===== src/rtl/alu_issue_stage.sv =====
// rtl/alu_issue_stage.sv - issue stage feeding a combinational ALU from an 8x32 register file
// Runs IDLE -> READ -> EXEC -> WB for each accepted instruction.
module alu_issue_stage #(
    parameter int DATA_W = 32,
    parameter int REG_N  = 8
) (
    input  logic              clk,
    input  logic              rst_n,
    input  logic              instr_valid,
    input  logic [15:0]       instr,
    output logic              instr_ready,
    input  logic              ext_we,
    input  logic [2:0]        ext_addr,
    input  logic [DATA_W-1:0] ext_wdata,
    input  logic [2:0]        dbg_addr,
    output logic [DATA_W-1:0] dbg_data,
    output logic [DATA_W-1:0] alu_ip_0,
    output logic [DATA_W-1:0] alu_ip_1,
    output logic [2:0]        alu_opcode,
    input  logic [DATA_W-1:0] alu_op_0,
    input  logic              alu_change_pc,
    output logic [DATA_W-1:0] result,
    output logic              branch_taken,
    output logic              done
);

    typedef enum logic [1:0] {
        IDLE = 2'd0,
        READ = 2'd1,
        EXEC = 2'd2,
        WB   = 2'd3
    } stateT;

    stateT             state;
    stateT             stateNext;
    logic [DATA_W-1:0] regFile [REG_N];
    logic [11:0]       instrQ;
    logic [DATA_W-1:0] opA;
    logic [DATA_W-1:0] opB;
    logic [DATA_W-1:0] resultQ;
    logic              branchQ;

    logic [2:0] opcodeQ;
    logic [2:0] rdQ;
    logic [2:0] rs1Q;
    logic [2:0] rs2Q;
    logic       writesRd;
    logic       unusedInstrBits;

    // Only instr[15:4] carries meaning; the low nibble is deliberately dropped.
    assign unusedInstrBits = ^instr[3:0];
    assign opcodeQ  = instrQ[11:9];
    assign rdQ      = instrQ[8:6];
    assign rs1Q     = instrQ[5:3];
    assign rs2Q     = instrQ[2:0];
    assign writesRd = (opcodeQ != 3'd2) && (opcodeQ != 3'd3);

    function automatic logic [DATA_W-1:0] readReg(input logic [2:0] addr);
        return (addr == 3'd0) ? '0 : regFile[addr];
    endfunction

    always_ff @(posedge clk or negedge rst_n) begin
        if (!rst_n) begin
            state <= IDLE;
        end else begin
            state <= stateNext;
        end
    end

    always_comb begin
        stateNext = state;
        case (state)
            IDLE:    if (instr_valid) stateNext = READ;
            READ:    stateNext = EXEC;
            EXEC:    stateNext = WB;
            default: stateNext = IDLE;
        endcase
    end

    always_comb begin
        instr_ready = 1'b0;
        done        = 1'b0;
        case (state)
            IDLE:    instr_ready = 1'b1;
            WB:      done        = 1'b1;
            default: ;
        endcase
    end

    always_ff @(posedge clk or negedge rst_n) begin
        if (!rst_n) begin
            instrQ  <= '0;
            opA     <= '0;
            opB     <= '0;
            resultQ <= '0;
            branchQ <= 1'b0;
        end else begin
            case (state)
                IDLE: if (instr_valid) instrQ <= instr[15:4];
                READ: begin
                    opA <= readReg(rs1Q);
                    opB <= readReg(rs2Q);
                end
                EXEC: begin
                    resultQ <= alu_op_0;
                    branchQ <= alu_change_pc;
                end
                default: ;
            endcase
        end
    end

    // External preload and writeback live in disjoint states, so they never collide.
    always_ff @(posedge clk or negedge rst_n) begin
        if (!rst_n) begin
            for (int i = 0; i < REG_N; i++) begin
                regFile[i] <= '0;
            end
        end else if (state == IDLE) begin
            if (ext_we && (ext_addr != 3'd0)) regFile[ext_addr] <= ext_wdata;
        end else if (state == WB) begin
            if (writesRd && (rdQ != 3'd0)) regFile[rdQ] <= resultQ;
        end
    end

    assign dbg_data     = readReg(dbg_addr);
    assign alu_ip_0     = opA;
    assign alu_ip_1     = opB;
    assign alu_opcode   = opcodeQ;
    assign result       = resultQ;
    assign branch_taken = branchQ;

endmodule

===== config.mk =====
export PLATFORM = sky130hd
export DESIGN_NAME = alu_issue_stage
export DESIGN_NICKNAME = d
export VERILOG_FILES = /design/src/rtl/alu_issue_stage.sv
export SDC_FILE = /design/constraint.sdc
export NUM_CORES = 1
export LEC_CHECK = 0
export ABC_AREA = 0
export ABC_CLOCK_PERIOD_IN_PS = 6270
export BUFFER_PORTS_ARGS = -buffer_cell sky130_fd_sc_hd__buf_2
export CAP_MARGIN = 25
export CORE_ASPECT_RATIO = 1.5
export CORE_MARGIN = 4
export CORE_UTILIZATION = 49
export DETAILED_ROUTE_END_ITERATION = 12
export GPL_ROUTABILITY_DRIVEN = 0
export GPL_TIMING_DRIVEN = 0
export PLACE_DENSITY = 0.66
export SYNTH_ARGS = -nofsm -noshare
export SYNTH_HDL_FRONTEND = slang
export SYNTH_SLANG_ARGS = --single-unit

===== constraint.sdc =====
create_clock -name clk -period 6.27 [get_ports clk]
set_clock_uncertainty 0.05 [all_clocks]
set_input_delay 1.254 -clock clk [delete_from_list [all_inputs] [get_ports clk]]
set_output_delay 1.254 -clock clk [all_outputs]
set_load 0.02 [all_outputs]

* Yosys cells after proc, flatten, opt, wreduce, memory -nomap -nowiden
Index checks and enable logic that the tools add are counted.
** Word-level totals
- Input bits :: 91
- Bits in writable memories :: 0
- Output and inout bits :: 134
- Bits in read-only memories :: 0
- Bits in latches :: 0
- Logic and storage cells :: 74
- Memories kept :: 0
- Register bits after elaboration :: 367
** Cells by class
- Reduce and logical (&&, ||, !) cells :: 15
- Order comparisons :: 7
- Mux-type cells :: 26
- Bitwise gates (word level) :: 5
- Divide/modulo/power cells :: 0
- $add $sub $neg :: 0
- Shift-type cells :: 0
- Equal/unequal tests :: 7
- $mul :: 0
** Operators by type and width (number)
- $mux W256 :: 4
- $bwmux W256 :: 2
- $mux W32 :: 11
- $bmux W32 S3 :: 3
- $demux W32 S3 :: 2
- $ge A4 B4 Y1 const B :: 5
- $not A3 Y4 :: 5
- $logic_not A3 Y1 :: 3
- $lt A4 B1 Y1 const B :: 2
- $ne A3 B2 Y1 const B :: 2
- $pmux W2 S3 :: 1
- $reduce_bool A3 Y1 :: 2
- $logic_and A1 B1 Y1 :: 5
- $eq A2 B2 Y1 const B :: 2
- $reduce_bool A2 Y1 :: 2
- $reduce_and A3 Y1 :: 1
- $eq A2 B1 Y1 const B :: 1
- $logic_not A2 Y1 :: 1
- $mux W1 :: 2
- $mux W2 :: 1
- $ne A2 B1 Y1 const B :: 1
- $ne A2 B2 Y1 const B :: 1
- $reduce_and A2 Y1 :: 1

* Depth between registers and ports, before layout
Gate-level depths: netlist of run 1.
- Depth in word-level cells :: 9
- Mapped depth :: 9
- Depth with buffers taken out :: 6

* Worst setup path after synthesis of run 1
No wires, ideal clock.
- Path type :: input to output
- From :: input dbg_addr[0]
- To :: output dbg_data[0]
- Path buffers :: 3
- Path slack :: 2.171 ns
- Cell stages on the path :: 5
- Data arrival time :: 2.795 ns
- Path through :: buf_2 clkbuf_1 clkbuf_1 a22oi_1 o21ai_0
** On the way
- Word-level cells in the longest chain between the ends :: 5
- Elaborated cells on any way between the ends :: 6
** Ends and longest elaborated chain
- start, declared :: line 15 : input logic [2:0] dbg_addr,
- $not A3 Y4 (not written as such) :: line 59 : return (addr == 3'd0) ? '0 : regFile[addr];
- $bmux W32 S3 :: line 59
- $mux W32 (not written as such) (2 in a row) :: line 59
- $mux W32 * :: line 59
- end, declared :: line 16 : output logic [DATA_W-1:0] dbg_data,
Every way passes the cells marked *; elsewhere a longest branch is shown, timed or not. The select of a mux whose other input is x is not followed.

* Worst setup path in the final report of run 1
- From :: input dbg_addr[0]
- To :: output dbg_data[30]
The elaborated chain is that of the path after synthesis.

==> qor.yml, run 1 <==
finish:
  final_util: 0.568
  area_growth_pct: 14.7
  multiInputGateArea_mm2: 0.0107
  most_frequent_cells_in_the_layout: "352 x mux2_2, 335 x dfrtp_1, 268 x nand2_1"
  final.fill_count: 3545
  nets: 2275
  ratio_of_cells_with_drive_above_1_in_the_final_layout: 0.326
  diodes: 0
  area.sequential_mm2: 0.00838
  layout_commonest_cell: "mux2_2"
global_route:
  grt_overflow: 0
  global_routing_usage_on_met3: 0.0887
  globalRouteMet1Util: 0.403
  global_route_wire_length_before_repair_um: 114000
  grt.busiest_layer: "met2"
  gr_met2_demand_resource: 0.561
  global_route.usage.total: 0.346
  grt_max_degree: 118
  via_count_of_the_first_global_routing_pass: 18200
  number_of_antenna_violations_at_the_first_check_in_global_routing: 1
logic_synthesis:
  synth_cell_types: 41
  synth.net_count: 2015
  netlist_area_mm2: 0.0199
  synth_enable_flop_cells: 0
  yosys_most_used_dff: "dfrtp_1"
  yosysSeqAreaShare: 0.421
  yosysWarningCount: 0
  number_of_standard_cells_after_synthesis: 1920
  post_synth.cell_area_avg_um2: 10.4
  async_flop_share: 1.00
  ys_seq_elements: 335
clocking:
  clockBufferDepth: 3
  cts_htree_levels: 2
  clock-sinks: 335
  tritoncts_clock_tree: "yes"
  tritoncts.num_buffers: 34
  clk_transition_reported_paths_ns: 0.06
  post-cts-setup-buffer-count: 0
  root_buffer_cell: "clkbuf_16"
  post_cts_resize_count: 0
  clock_insertion_delay_worst_skew_ns: 0.56
  hold_buffers: 0
drt:
  routed_length_per_instance_um: 29.2
  detailedRoute.firstPassIterationCount: 8
  route.vias.total: 18200
  detail_route.iter0.violations: 2198
  detail_route.drc_violations: 0
  ant_nets: 0
  vias_per_cell: 6.70
  routed_wl_um: 79100
critical_path:
  critical_path_required_time_ns: 4.97
  worstPathMaxFanout: 10
  timing.setup.critical_path_class: "in -> out"
  r2r_start: "state[0]"
  cp.arrival_ns: 3.95
  startpoint_type: "primary input"
  end_kind: "output port"
  setup.worst_path.start: "dbg_addr[0]"
timing:
  maxSlewViolCount: 0
  min_clock_period_post_route_ns: 5.26
  rsz0062_at_grt: "no"
  finalHoldViolCount: 0
  worst_hold_slack_ns: 0.460
  max_freq_mhz: 190
  setup_violations: 0
  final_min_period_over_clock_period: 0.839
  max_slew.worst_pin.slew_ns: 1.16
  maxSlewHeadroom: 0.224
min_path:
  timing.hold.worst.start: "branch_taken"
  min_path_type: "reg -> reg"
power_and_ir_drop:
  power.density_cell_area_mw_per_mm2: 565
  totalPowerFinal_mw: 12.9
  power.static_leakage_nw: 10.0
  peakVddDrop_v: 0.000327
floorplan:
  io-pin-count: 225
  core_region_area_mm2: 0.0402
  fp.dieArea_mm2: 0.0440
  row_count: 90
  dieHeight_um: 255
  die_w_um: 173
  initial_core_util: 0.495
run:
  maxCapViolCount: 0
place:
  portBuffers: 216
  hpwlAfterDp_um: 53700
status:
  outcome: "completed"
## metrics by stage
step | area (µm²) | setup TNS [ns] | worst slack [ns] | std cells
final | 22800 | 0 | 1.01 | 2708
after global routing | 22800 | 0 | 0.990 | 2708
after CTS | 22800 | 0 | 1.14 | 2707
after detailed placement | 21800 | 0 | 1.14 | 2649
after global placement | 21600 | -906.49 | -2.77 | 2642
after floorplan | 19900 | 0 | 2.17 | 1920
## cell type report
cell class,count,area share
plain buffers,202,0.0377
inverters,3,0.000493
multi-input cells,1380,0.467
well taps,506,0.0277
repair buffers,224,0.0538
clock buffers,50,0.0425
clock inverters,8,0.00378
flip-flops and latches,335,0.367
## worst max-delay path: stages
cell	delay, ns
buf_2	0.40
clkbuf_1	0.56
clkbuf_1	0.85
a22oi_1	0.16
o21ai_0	0.46
buf_2	0.26
## registers in the layout (all words and copies together), names as in the netlist
signal and count:
regFile 224, alu_ip_0 32, alu_ip_1 32, result 32, instrQ 12, state 2, branch_taken 1
## cell families after synthesis
logic type	after synthesis	share of synthesized area
flops	335	0.421
fa+ha+maj	4	0.00251
compound gates	492	0.149
simple gates	371	0.0757
buf+inv	205	0.0438
mux	513	0.308
## synthesized netlist by cell type (all sizes together) (31+ instances only)
library cell	count	share of area
buf	61	0.017
clkbuf	141	0.027
nor2	73	0.014
nand2	268	0.051
mux4	44	0.050
a221oi	52	0.023
a22oi	31	0.012
mux2	352	0.20
mux2i	117	0.059
o21ai	229	0.058
o22ai	63	0.020
dfrtp	335	0.42
o2bb2ai	32	0.014
a21oi	78	0.020
## where the power goes
part / internal, mW / total (mW) / switching (mW) / leakage (nW)
clock network: 1.12 / 2.06 / 0.938 / 0.516
registers: 3.17 / 4.07 / 0.897 / 4.38
logic: 2.61 / 6.78 / 4.18 / 5.13
total: 6.90 / 12.9 / 6.01 / 10.0
## path summary, 6_finish.rpt
| path | endpoint | slack (ns) | cells past startpoint |
|---|---|---|---|
| worst max-delay path | dbg_data[30] | 1.01 | 6 |
| worst min-delay path | branch_taken | 0.46 | 1 |
| worst max register to register | regFile[72] | 3.14 | 7 |
| worst min register to register | branch_taken | 0.46 | 1 |
| max in group asynchronous | result[22] | 4.01 | 3 |
| min in group asynchronous | alu_ip_0[9] | 0.63 | 1 |
## metal layers
metal	part of all wire	wire length (µm)
met2	0.46	36700
met5	0.00018	14
met3	0.11	8480
met1	0.34	27200
met4	0.084	6630
No activity file was read; power rests on OpenSTA's default activity.
==> run 2, diff against run 1 <==
--- a/config.mk
+++ b/config.mk
@@ -6,7 +6,7 @@
 export NUM_CORES = 1
 export LEC_CHECK = 0
 export ABC_AREA = 0
-export ABC_CLOCK_PERIOD_IN_PS = 6270
+export ABC_CLOCK_PERIOD_IN_PS = 4500
 export BUFFER_PORTS_ARGS = -buffer_cell sky130_fd_sc_hd__buf_2
 export CAP_MARGIN = 25
 export CORE_ASPECT_RATIO = 1.5
@@ -15,7 +15,7 @@
 export DETAILED_ROUTE_END_ITERATION = 12
 export GPL_ROUTABILITY_DRIVEN = 0
 export GPL_TIMING_DRIVEN = 0
-export PLACE_DENSITY = 0.66
+export PLACE_DENSITY = 0.68
 export SYNTH_ARGS = -nofsm -noshare
 export SYNTH_HDL_FRONTEND = slang
 export SYNTH_SLANG_ARGS = --single-unit
==> constraint.sdc (replaced) <==
create_clock -name clk -period 4.5 [get_ports clk]
set_clock_uncertainty 0.05 [all_clocks]
set_input_delay 0.9 -clock clk [delete_from_list [all_inputs] [get_ports clk]]
set_output_delay 0.9 -clock clk [all_outputs]
set_load 0.02 [all_outputs]
==> run 2 against run 1 <==
- register-to-register slack lost 1.8 ns
- sequential cell count is the same
- clock power grew 55%
- core utilization grew 0.54 points
- critical path type unchanged
- largest cell class unchanged
- largest power group unchanged
==> qor.yml, run 2 (synthesis gave the netlist of run 1 again) <==
clocking:
  cts_htree_levels: 2  # unchanged
  tritoncts.num_buffers: 35  # +2.9%
  root_buffer_cell: "clkbuf_16"
  post-cts-setup-buffer-count: 0  # unchanged
  hold_buffers: 0  # unchanged
  clockBufferDepth: 3  # unchanged
  clk_transition_reported_paths_ns: 0.06  # about the same
  clock_insertion_delay_worst_skew_ns: 0.56  # about the same
  tritoncts_clock_tree: "yes"
  post_cts_resize_count: 0  # unchanged
  clock-sinks: 335  # unchanged
critical_path:
  worstPathMaxFanout: 10  # unchanged
  critPathMaxStageDelay_ns: 0.78  # -0.07 ns
  cp_cell_sequence: "buf_2 > clkbuf_1 > clkbuf_1 > a22oi_1 > o21ai_0 > buf_2"
  startpoint_type: "primary input"
  cp.arrival_ns: 3.51  # -0.44 ns
  cpMaxStageDelayCell: "clkbuf_1"
  timing.setup.critical_path_class: "in -> out"
  end_kind: "output port"
  critical_path_required_time_ns: 3.55  # -1.42 ns
global_route:
  grt_max_degree: 120  # +1.7%
  grt_overflow: 0  # unchanged
  global_route_wire_length_before_repair_um: 114000  # -0.27%
  global_route.usage.total: 0.344  # -0.00139
  via_count_of_the_first_global_routing_pass: 18400  # +1.1%
  number_of_antenna_violations_at_the_first_check_in_global_routing: 3  # +2
drt:
  detail_route.drc_violations: 0  # unchanged
  vias_per_cell: 6.71  # +0.12%
  route.vias.total: 18200  # +0.38%
  detail_route.iter0.violations: 2290  # +4.2%
  ant_nets: 0  # unchanged
  routed_wl_um: 78800  # -0.34%
  detailedRoute.firstPassIterationCount: 9  # +1
  routed_length_per_instance_um: 29.0  # -0.60%
floorplan:
  initial_core_util: 0.495  # unchanged
  dieHeight_um: 255  # unchanged
  fp.dieArea_mm2: 0.0440  # unchanged
  io-pin-count: 225  # unchanged
  row_count: 90  # unchanged
  core_region_area_mm2: 0.0402  # unchanged
  die_w_um: 173  # unchanged
place:
  hpwlAfterDp_um: 53500  # -0.34%
  portBuffers: 216  # unchanged
finish:
  max_flop_register: "regFile"
  area.sequential_mm2: 0.00838  # unchanged
  layout_commonest_cell: "mux2_2"
  most_frequent_cells_in_the_layout: "352 x mux2_2, 335 x dfrtp_1, 268 x nand2_1"
  area_growth_pct: 15.8
  multiInputGateArea_mm2: 0.0107  # about the same
  final.fill_count: 3483  # -1.7%
  nets: 2277  # +0.088%
  ratio_of_cells_with_drive_above_1_in_the_final_layout: 0.330  # +0.00410
  flip_flop_count_of_the_largest_register_after_layout: 224  # unchanged
power_and_ir_drop:
  power.density_cell_area_mw_per_mm2: 796  # +41%
  peakVddDrop_v: 0.000440  # +34%
  power.static_leakage_nw: 10.1  # +1.0%
  totalPowerFinal_mw: 18.3  # +42%
timing:
  setup_violations: 0  # unchanged
  maxSlewViolCount: 0  # unchanged
  maxSlewHeadroom: 0.209  # -0.0146
  rsz0062_at_grt: "no"
  min_clock_period_post_route_ns: 4.46
  finalHoldViolCount: 0  # unchanged
  max_freq_mhz: 224
  final_min_period_over_clock_period: 0.992
  worst_hold_slack_ns: 0.238  # -0.221 ns
  max_slew.worst_pin.slew_ns: 1.19  # +0.0220 ns
run:
  maxCapViolCount: 0  # unchanged
min_path:
  min_path_type: "in -> async"
status:
  outcome: "completed"
[run 2: changes by cell type in the layout (fill, tap and decap cells not counted), sizes merged]
cell / previous run / this run
clkbuf: 191 / 192
inv: 4 / 5
buf: 285 / 286
diode: 0 / 1
clkinv: 5 / 4
bufinv: 1 / 5
[run 2: stage by stage]
stage | worst slack (ns) | std cells | util | cell area, µm² | TNS (ns)
floorplan | 1.11 | 1920 | - | 19900 | 0
global placement | -4.10 | 2642 | 0.538 | 21600 | -1355.00
detailed placement | 0.161 | 2648 | 0.542 | 21800 | 0
CTS | 0.155 | 2711 | 0.572 | 23000 | 0
global route | 0.0772 | 2715 | 0.573 | 23000 | 0
finish | 0.0361 | 2715 | 0.573 | 23000 | 0
[run 2: area by class of cell]
type,instances,share of cell area
multi-input combinational,1380,0.463
sequential,335,0.364
timing repair buffer,225,0.0549
clock buffer,51,0.0445
buffer,202,0.0374
tap,506,0.0275
clock inverter,12,0.00879
inverter,3,0.000489
antenna,1,0.000109
[run 2: power by group]
| group | switching, mW | internal, mW |
|---|---|---|
| logic | 5.84 | 3.64 |
| clock network | 1.31 | 1.88 |
| registers | 1.25 | 4.42 |
[run 2: layer usage]
| metal | GRT usage | vias to the layer above | routed length (µm) | share of wire |
|---|---|---|---|---|
| met5 | 0 | - | 34 | 0.00043 |
| met4 | 0.268 | 4 | 7340 | 0.093 |
| met3 | 0.0897 | 445 | 8540 | 0.11 |
| met2 | 0.551 | 1406 | 35700 | 0.45 |
| met1 | 0.398 | 8812 | 27100 | 0.34 |
| li1 | - | 7555 | - | - |
[run 2: final timing paths]
check	to	cells past startpoint	slack (ns)	from
worst max-delay path	dbg_data[12]	6	0.04	dbg_addr[0]
worst max register to register	regFile[200]	9	1.34	state[0]
max in group asynchronous	result[22]	2	3.08	rst_n
worst min register to register	branch_taken	1	0.46	branch_taken
worst min-delay path	alu_ip_1[9]	1	0.24	rst_n
min in group clk	branch_taken	1	0.46	branch_taken
[run 2: worst max-delay path: cells and delay by family]
kind | cells | cell delay (ns)
buffers and inverters | 4 | 1.98
AOI/OAI and AO/OA | 2 | 0.61
